[src/rtl/sar_ctrl_param_pkg.sv]
// Shared types and helpers for the parametrised SAR sequencer.
package sar_ctrl_param_pkg;

  // Sequencer states.
  typedef enum logic [1:0] {
    ST_IDLE    = 2'd0,
    ST_SAMPLE  = 2'd1,
    ST_CONVERT = 2'd2
  } sar_state_e;

  // Width of a counter that must hold values 0..cycles.
  function automatic int sample_cnt_width(input int cycles);
    return (cycles < 1) ? 1 : $clog2(cycles + 1);
  endfunction

endpackage

[src/rtl/sar_bit_ptr.sv]
// One-hot trial-bit pointer: load at MSB, shift toward LSB, clear.
// last_o flags that the pointer sits on bit 0 (final trial).
module sar_bit_ptr #(
  parameter int NBITS = 6
) (
  input  logic             clk,
  input  logic             rst_n,
  input  logic             load_i,
  input  logic             shift_i,
  input  logic             clear_i,
  output logic [NBITS-1:0] ptr_o,
  output logic             last_o
);

  logic [NBITS-1:0] ptr_q, ptr_d;

  // Next pointer value: clear wins over load, load wins over shift.
  always_comb begin
    // NOTE: every combinational output gets a default first so no path can infer a latch.
    ptr_d = ptr_q;
    if (clear_i) begin
      ptr_d = '0;
    end else if (load_i) begin
      ptr_d = {1'b1, {(NBITS-1){1'b0}}};
    end else if (shift_i) begin
      ptr_d = ptr_q >> 1;
    end
  end

  // Pointer register.
  always_ff @(posedge clk or negedge rst_n) begin
    // NOTE: sequential state is updated with non-blocking assignments only.
    if (!rst_n) begin
      ptr_q <= '0;
    end else begin
      ptr_q <= ptr_d;
    end
  end

  assign ptr_o  = ptr_q;
  assign last_o = ptr_q[0];

endmodule

[src/rtl/sar_ctrl_param.sv]
// Parametrised SAR ADC sequencer: sample phase, NBITS bit trials driving the
// cap-DAC switch pairs, registered result with a one-cycle valid strobe.
// comp_in only feeds registers; every output decodes from flops.
module sar_ctrl_param
  import sar_ctrl_param_pkg::*;
#(
  parameter int NBITS         = 6,
  parameter int SAMPLE_CYCLES = 1
) (
  input  logic             clk,
  input  logic             rst_n,
  input  logic             start,
  input  logic             cont_mode,
  input  logic             abort,
  input  logic             comp_in,
  output logic             sample,
  output logic             comp_en,
  output logic [NBITS-1:0] sw,
  output logic [NBITS-1:0] sw_b,
  output logic [NBITS-1:0] result,
  output logic             valid,
  output logic             busy
);

  localparam int             CNT_W    = sample_cnt_width(SAMPLE_CYCLES);
  localparam logic [CNT_W-1:0] CNT_LAST = CNT_W'(SAMPLE_CYCLES - 1);

  sar_state_e       state_q, state_d;
  logic [CNT_W-1:0] cnt_q, cnt_d;
  logic [NBITS-1:0] code_q, code_d;
  logic [NBITS-1:0] result_q, result_d;
  logic             valid_q, valid_d;

  logic             ptr_load, ptr_shift, ptr_clear;
  logic [NBITS-1:0] trial;
  logic             last_bit;

  sar_bit_ptr #(
    .NBITS (NBITS)
  ) u_bit_ptr (
    .clk     (clk),
    .rst_n   (rst_n),
    .load_i  (ptr_load),
    .shift_i (ptr_shift),
    .clear_i (ptr_clear),
    .ptr_o   (trial),
    .last_o  (last_bit)
  );

  // Next-state and datapath control; abort overrides everything.
  always_comb begin
    state_d   = state_q;
    cnt_d     = cnt_q;
    code_d    = code_q;
    result_d  = result_q;
    valid_d   = 1'b0;
    ptr_load  = 1'b0;
    ptr_shift = 1'b0;
    ptr_clear = 1'b0;

    if (abort) begin
      state_d   = ST_IDLE;
      cnt_d     = '0;
      code_d    = '0;
      ptr_clear = 1'b1;
    end else begin
      unique case (state_q)
        ST_IDLE: begin
          if (start) begin
            state_d = ST_SAMPLE;
            cnt_d   = '0;
          end
        end
        ST_SAMPLE: begin
          code_d = '0;
          if (cnt_q == CNT_LAST) begin
            state_d  = ST_CONVERT;
            cnt_d    = '0;
            ptr_load = 1'b1;
          end else begin
            cnt_d = cnt_q + CNT_W'(1);
          end
        end
        ST_CONVERT: begin
          // NOTE: blocking assignment here so result_d below sees the updated code_d.
          code_d    = code_q | (comp_in ? trial : '0);
          ptr_shift = 1'b1;
          if (last_bit) begin
            result_d  = code_d;
            valid_d   = 1'b1;
            ptr_clear = 1'b1;
            cnt_d     = '0;
            state_d   = cont_mode ? ST_SAMPLE : ST_IDLE;
          end
        end
        default: state_d = ST_IDLE;
      endcase
    end
  end

  // State, counter, code, result and strobe registers.
  always_ff @(posedge clk or negedge rst_n) begin
    // NOTE: result and code are real state, not storage arrays, so they take the reset.
    if (!rst_n) begin
      state_q  <= ST_IDLE;
      cnt_q    <= '0;
      code_q   <= '0;
      result_q <= '0;
      valid_q  <= 1'b0;
    end else begin
      state_q  <= state_d;
      cnt_q    <= cnt_d;
      code_q   <= code_d;
      result_q <= result_d;
      valid_q  <= valid_d;
    end
  end

  assign sample  = (state_q == ST_SAMPLE);
  assign comp_en = (state_q == ST_CONVERT);
  assign busy    = (state_q != ST_IDLE);
  assign sw      = sample ? '1 : (code_q | (comp_en ? trial : '0));
  assign sw_b    = ~sw;
  assign result  = result_q;
  assign valid   = valid_q;

endmodule
[config.mk]
export PLATFORM = sky130hd
export DESIGN_NAME = sar_ctrl_param
export DESIGN_NICKNAME = d
export VERILOG_FILES = /design/src/rtl/sar_ctrl_param_pkg.sv /design/src/rtl/sar_bit_ptr.sv /design/src/rtl/sar_ctrl_param.sv
export SDC_FILE = /design/constraint.sdc
export NUM_CORES = 1
export LEC_CHECK = 0
export CAP_MARGIN = 25
export CORE_MARGIN = 3
export CORE_UTILIZATION = 42
export DETAILED_ROUTE_END_ITERATION = 8
export GPL_ROUTABILITY_DRIVEN = 1
export GPL_TIMING_DRIVEN = 0
export PLACE_DENSITY = 0.77
export SLEW_MARGIN = 20
export SYNTH_ARGS = -nofsm -noshare
export SYNTH_HDL_FRONTEND = slang
export SYNTH_HIERARCHICAL = 1
export SYNTH_SLANG_ARGS = --single-unit
[constraint.sdc]
create_clock -name clk -period 1.4 [get_ports clk]
set_input_delay 0.42 -clock clk [delete_from_list [all_inputs] [get_ports clk]]
set_output_delay 0.42 -clock clk [all_outputs]
set_load 0.02 [all_outputs]
==> results of run 1 <==
power breakdown:
part	leakage (nW)	switching [W]	internal (W)	total [W]
combinational	0.451	0.000167	0.000177	0.000344
sequential	0.289	0.0000118	0.000613	0.000625
clock	0.0177	0.000192	0.000107	0.000299
total	0.758	0.000371	0.000897	0.00127
state kept, by name (all words and copies together) (netlist names):
| signal | count |
|---|---|
| code_q | 6 |
| result | 6 |
| u_bit_ptr/ptr_o | 6 |
| state_q | 2 |
| valid | 1 |
through the flow:
stage | hold WS, ps | power (W) | std cells
2_1_floorplan | 124.4 | 0.0008056 | 102
3_3_place_gp | 505.6 | 0.0009145 | 157
3_5_place_dp | 519.4 | 0.0009194 | 157
4_1_cts | 551.5 | 0.001246 | 166
5_1_grt | 347.3 | 0.001331 | 173
6_report | 355.1 | 0.001268 | 173
cell type report:
type | instances | area (um2) | share of cell area
multi-input cells | 70 | 556.8 | 0.3407
clock buffers | 3 | 22.52 | 0.01378
flip-flops and latches | 21 | 528.0 | 0.3231
clock inverters | 1 | 5.005 | 0.003063
repair buffers | 40 | 384.1 | 0.2351
inverters | 3 | 16.27 | 0.009954
plain buffers | 7 | 86.33 | 0.05283
well taps | 28 | 35.03 | 0.02144
cells in the final DEF (no fill, tap or decap), drive strengths merged, types with 2 or more instances in the layout:
cell type,n
a211o,6
a211oi,6
a21oi,18
a32oi,2
buf,39
clkbuf,6
clkdlybuf4s50,5
dfrtp,21
inv,3
mux2i,5
nand2b,3
nand3,4
nor2,9
nor2b,2
nor3,6
o21ai,4
critical path: stages, from the launching register on:
cell	delay (ps)
dfrtp_2	450
nor2b_4	160
buf_6	140
a211o_4	320
buf_6	130
cells by family after synthesis:
logic type | after synthesis | share of synthesized area
AOI/OAI and AO/OA | 38 | 0.2269
buffers and inverters | 11 | 0.07839
DFF | 21 | 0.4988
and+or+nand+nor | 27 | 0.1485
muxes | 5 | 0.04751
worst max-delay path by stage:
stage | from | endpoint | slack [ps]
floorplan | state_q[1] | sw[1] | -110
global placement | state_q[1] | sw[2] | -710
detailed placement | state_q[1] | sw_b[3] | -730
CTS | state_q[1] | sw[4] | -540
global route | state_q[1] | sw[4] | -580
finish | state_q[1] | sw[4] | -530
layer usage:
metal | global-route usage | share of wire
met4 | 0.06102 | 0.011
met2 | 0.3439 | 0.53
met1 | 0.2154 | 0.40
met3 | 0.02552 | 0.056
met5 | 0 | 0
repair_timing:
item	in CTS	in global routing
endpoints found under the setup margin	28	37
setup buffers	4	6
cloned	1	1
pin swaps	8	6
resized for setup	114	12
==> reports/qor.tcl, run 1 <==
set qor(run_status) {complete, but fails checks}
set qor(failed_checks) {negative setup slack}
set qor(avgSynthCellArea_um2) 10.33
set qor(critPathLaunchType) {register}
set qor(wl_per_cell_um) 16.97
set qor(drt_first_iter_violations) 26
set qor(cell_area_synth_um2) 1054
set qor(floorplan.rows) 17
set qor(layout_worst_path_cycle_share) 1.377
set qor(worstReg2RegStart) {state_q[0]}
set qor(reg2reg_depth) 7
set qor(relSlewSlack) 0.6872
set qor(buffer_ports.inserted) 27
set qor(clkSlewWorstSetupHoldPaths_ps) 120
set qor(final.setup.tns_ps) -7694
set qor(max_slew.worst_pin.slew_ps) 467.8
set qor(synth.top_cells.by_count) {dfrtp_1, a21oi_1, nor2_1}
set qor(ys.flop_type) {dfrtp_1}
set qor(design.core.area_um2) 2297
set qor(insertion_delay_of_the_later_clocked_pin_in_the_worst_skew_pair_ps) 310
set qor(drive_gt1_frac) 0.4414
set qor(detailroute.via_count) 972
set qor(worst-endpoint-required_ps) 980
set qor(chipHeight_um) 56.09
set qor(fmax_mhz) 518.6
set qor(grt_pass1_vias) 977
set qor(route.detailed.drc) 0
set qor(nNetsFinal) 152
set qor(die_area_um2) 3146
set qor(antenna_violations_before_repair) 0
set qor(grt_overflow_total) 0
set qor(synth.lib_cells_used.distinct) 24
set qor(post_synth_inst_count) 102
set qor(yosysMostFrequentCell) {dfrtp_1}
set qor(synth_fp_nets) 108
set qor(clock_skew_ps) 4.076
set qor(setup_slack_ps) -528.4
set qor(cts-hold-fix-buffers) 0
set qor(synth_edf_count) 0
set qor(critPathArrivalTime_ps) 1510
set qor(clock_sinks) 21
set qor(max_slew_violations) 0
set qor(sequential_fraction_of_the_synthesis_area) 0.4988
set qor(vdd_ir_drop_max_mv) 0.5515
set qor(worstPathMaxFanout) 6
set qor(routed_wl_um) 2936
set qor(period_minus_slack_ps) 1928
set qor(dpl.hpwl_um) 1896
set qor(hold_viol_final) 0
set qor(static-leakage-power_nw) 0.7580
set qor(root_buffer_master) {clkbuf_4}
set qor(async_flop_share) 1.000
set qor(grt_setup_unrepaired) {true}
set qor(critical_path.reg2reg.endpoint) {u_bit_ptr/ptr_o[1]}
set qor(ant_nets) 0
set qor(gp_congestion) 0.7813
set qor(drv_cap) 0
set qor(start_util) 0.4586
set qor(synth-seq-cells) 21
set qor(synth_top_area_share) 0.4988
set qor(setup_viol_count_final) 21
set qor(first_pass_grt_wire_length_um) 4588
set qor(hold_class) {primary input to asynchronous set/reset pin}
set qor(layout.core_utilization) 0.7113
set qor(max-clock-path-buffers) 2
set qor(design_area_um2) 1634
set qor(area_growth_syn_to_layout_pct) 55.11
set qor(end_kind) {output port}
set qor(fill_cells) 169
set qor(n_antenna_cell) 0
set qor(timing.setup.critical_path_class) {register to output port}
set qor(fp.dieW_um) 56.09
set qor(cts-buffers-inserted) 3
set qor(ys_warn_count) 6
set qor(synthTopCellsByArea) {dfrtp_1, a21oi_1, buf_6}
set qor(placed_cell_area_um2) 1488
set qor(drt_pre_antenna_iters) 4
set qor(power_per_cell_area_nw_per_um2) 775.8
set qor(h-tree-depth) 1
set qor(post-synth-top-area-cell) {dfrtp_1}
set qor(worst-r2r-setup-slack_ps) -180
set qor(globalRouteTotalUtil) 0.1852
set qor(largest_net_degree_at_the_start_of_global_routing) 22
set qor(num_io_pins) 28
set qor(drt-vias-per-instance) 5.618
set qor(preCtsSetupSlack_ps) -733.3
set qor(tritoncts) {done}
Power figures use the tool's default switching activity.
==> inputs of run 2 (changes only) <==
--- a/config.mk
+++ b/config.mk
@@ -7,11 +7,12 @@
 export LEC_CHECK = 0
 export CAP_MARGIN = 25
 export CORE_MARGIN = 3
-export CORE_UTILIZATION = 42
+export CORE_UTILIZATION = 50
 export DETAILED_ROUTE_END_ITERATION = 8
+export DONT_BUFFER_PORTS = 1
 export GPL_ROUTABILITY_DRIVEN = 1
 export GPL_TIMING_DRIVEN = 0
-export PLACE_DENSITY = 0.77
+export PLACE_DENSITY = 0.71
 export SLEW_MARGIN = 20
 export SYNTH_ARGS = -nofsm -noshare
 export SYNTH_HDL_FRONTEND = slang
==> reports/qor.tcl, run 2 (synthesis gave the netlist of run 1 again) <==
set qor(run_status) {complete, but fails checks}
set qor(failed_checks) {negative setup slack}
set qor(critPathLaunchType) {register}
set qor(wl_per_cell_um) 18.18 ;# +7.1%
set qor(setup_slack_ps) -417.6 ;# +110.8 ps
set qor(max-clock-path-buffers) 2 ;# unchanged
set qor(dpl.hpwl_um) 1647 ;# -13%
set qor(max_slew.worst_pin.slew_ps) 929.5 ;# +461.7 ps
set qor(drv_cap) 0 ;# unchanged
set qor(antenna_violations_before_repair) 0 ;# unchanged
set qor(path_cells) {nor2b_4 -> buf_12 -> a211oi_4}
set qor(hold_class) {primary input to asynchronous set/reset pin}
set qor(grt_pass1_vias) 842 ;# -14%
set qor(drt-vias-per-instance) 6.148 ;# +9.4%
set qor(combPwrFrac) 0.220 ;# -0.051
set qor(root_buffer_master) {clkbuf_4}
set qor(design_area_um2) 1386 ;# -15%
set qor(ant_nets) 0 ;# unchanged
set qor(hold_viol_final) 0 ;# unchanged
set qor(power.internal_w) 0.0008337 ;# -7.0%
set qor(routed_wl_um) 2582 ;# -12%
set qor(insertion_delay_of_the_later_clocked_pin_in_the_worst_skew_pair_ps) 300 ;# about the same
set qor(die_area_um2) 2694 ;# -14%
set qor(pwr-share-clk) 0.245 ;# +0.009
set qor(setup_viol_count_final) 21 ;# unchanged
set qor(chipHeight_um) 51.90 ;# -7.5%
set qor(floorplan.rows) 15 ;# -2
set qor(static-leakage-power_nw) 0.6028 ;# -20%
set qor(preCtsSetupSlack_ps) -238.6 ;# +494.8 ps
set qor(drive_gt1_frac) 0.3761 ;# -0.06531
set qor(clkSlewWorstSetupHoldPaths_ps) 110 ;# about the same
set qor(period_minus_slack_ps) 1818 ;# -110.8 ps
set qor(clock_skew_ps) 3.638 ;# -0.4386 ps
set qor(fill_cells) 130 ;# -23%
set qor(critical_path.top_delay_family) {flip-flops}
set qor(worst_setup_startpoint) {state_q[1]}
set qor(start_util) 0.5670 ;# +0.1084
set qor(worstPathMaxFanout) 10 ;# +4
set qor(critPathArrivalTime_ps) 1400 ;# -110 ps
set qor(worst-endpoint-required_ps) 980 ;# about the same
set qor(cp_slowest_stage_delay_ps) 450 ;# about the same
set qor(fmax_mhz) 550.2 ;# +6.1%
set qor(pwr-share-seq) 0.534 ;# +0.041
set qor(cts-buffers-inserted) 3 ;# unchanged
set qor(first_pass_grt_wire_length_um) 4291 ;# -6.5%
set qor(tritoncts) {done}
set qor(clock_sinks) 21 ;# unchanged
set qor(grt_setup_unrepaired) {true}
set qor(power_per_cell_area_nw_per_um2) 841.0 ;# +8.4%
set qor(end_kind) {output port}
set qor(seq_area_um2) 528.0 ;# unchanged
set qor(nNetsFinal) 124 ;# -18%
set qor(area_growth_syn_to_layout_pct) 31.59
set qor(layout.core_utilization) 0.7461 ;# +0.03480
set qor(worstReg2RegStart) {state_q[0]}
set qor(layout_worst_path_cycle_share) 1.298 ;# -0.07911
set qor(h-tree-depth) 1 ;# unchanged
set qor(layout.cells.most_common) {dfrtp_1}
set qor(fp.dieW_um) 51.90 ;# -7.5%
set qor(multiInputGateArea_um2) 589.3 ;# +5.8%
set qor(power.switching_w) 0.0003321 ;# -10%
set qor(relSlewSlack) 0.3803 ;# -0.3068
set qor(timing.setup.critical_path_class) {register to output port}
set qor(num_io_pins) 28 ;# unchanged
set qor(route.detailed.drc) 0 ;# unchanged
set qor(max_slew_violations) 0 ;# unchanged
set qor(layout.cells.most_common_list) {dfrtp_1, a21oi_1, buf_4}
set qor(final.setup.tns_ps) -5878 ;# +1816 ps
set qor(detailroute.via_count) 873 ;# -10%
set qor(sw_frac_of_total) 0.2849 ;# -0.007618
set qor(grt_overflow_total) 0 ;# unchanged
set qor(largest_net_degree_at_the_start_of_global_routing) 22 ;# unchanged
set qor(design.core.area_um2) 1858 ;# -19%
set qor(n_antenna_cell) 0 ;# unchanged
set qor(drt_first_iter_violations) 8 ;# -69%
set qor(slowest_stage) {dfrtp_2}
set qor(placed_cell_area_um2) 1214 ;# -18%
set qor(post-layout-total-power_w) 0.001166 ;# -8.0%
set qor(critical_path.n_buffers_inverters) 1 ;# -1
set qor(vdd_ir_drop_max_mv) 0.7034 ;# +28%
set qor(globalRouteTotalUtil) 0.2217 ;# +0.03654
set qor(gp_congestion) 0.7909 ;# +1.2%
set qor(drt_pre_antenna_iters) 4 ;# unchanged
set qor(buffer_ports.inserted) 0 ;# -100%
## run 2: what timing repair did
item / 4_1_cts / 5_1_grt
hold buffers: 1 / 0
hold endpoints to repair: 21 / 0
gates resized for setup: 7 / 8
pin swaps: 12 / 1
setup endpoints to repair: 21 / 29
buffers inserted: 6 / 2
cloned: 1 / 1
## run 2: stage by stage
step	instances	hold WS, ps
after floorplan	102	124.4
after global placement	127	124.9
after detailed placement	127	124.9
after CTS	139	312.4
after global routing	142	319.2
final	142	318.5
## run 2: worst paths after layout
| kind | slack, ps | endpoint | cells after the start |
|---|---|---|---|
| worst max-delay path | -420 | sw_b[2] | 3 |
| worst min-delay path | 320 | code_q[3] | 1 |
| worst max register to register | -100 | u_bit_ptr/ptr_o[4] | 6 |
| worst min register to register | 630 | code_q[5] | 2 |
| max in group asynchronous | 460 | state_q[0] | 1 |
| min in group clk | 330 | state_q[0] | 2 |
## run 2: area by class of cell
type,instances,share of cell area
multi-input cells,70,0.4251
flip-flops and latches,21,0.3809
repair buffers,11,0.07671
plain buffers,8,0.06408
well taps,25,0.02256
clock buffers,4,0.01895
inverters,3,0.01173
## run 2: routing by layer
metal / wire length [um] / up-vias / GRT usage
met5: 0 / - / 0
met2: 1281 / 31 / 0.3577
met3: 138 / 4 / 0.06877
met1: 1143 / 442 / 0.2801
li1: - / 396 / -
met4: 18 / 0 / 0.07424
## run 2: power by group through the flow
stage	combinational [W]	sequential [W]	clock (W)
final	0.000257	0.000623	0.000286
after global routing	0.000272	0.000625	0.000315
after floorplan	0.000172	0.000634	0
after global placement	0.000193	0.000637	0
after detailed placement	0.000193	0.000637	0
after CTS	0.000243	0.000623	0.000299
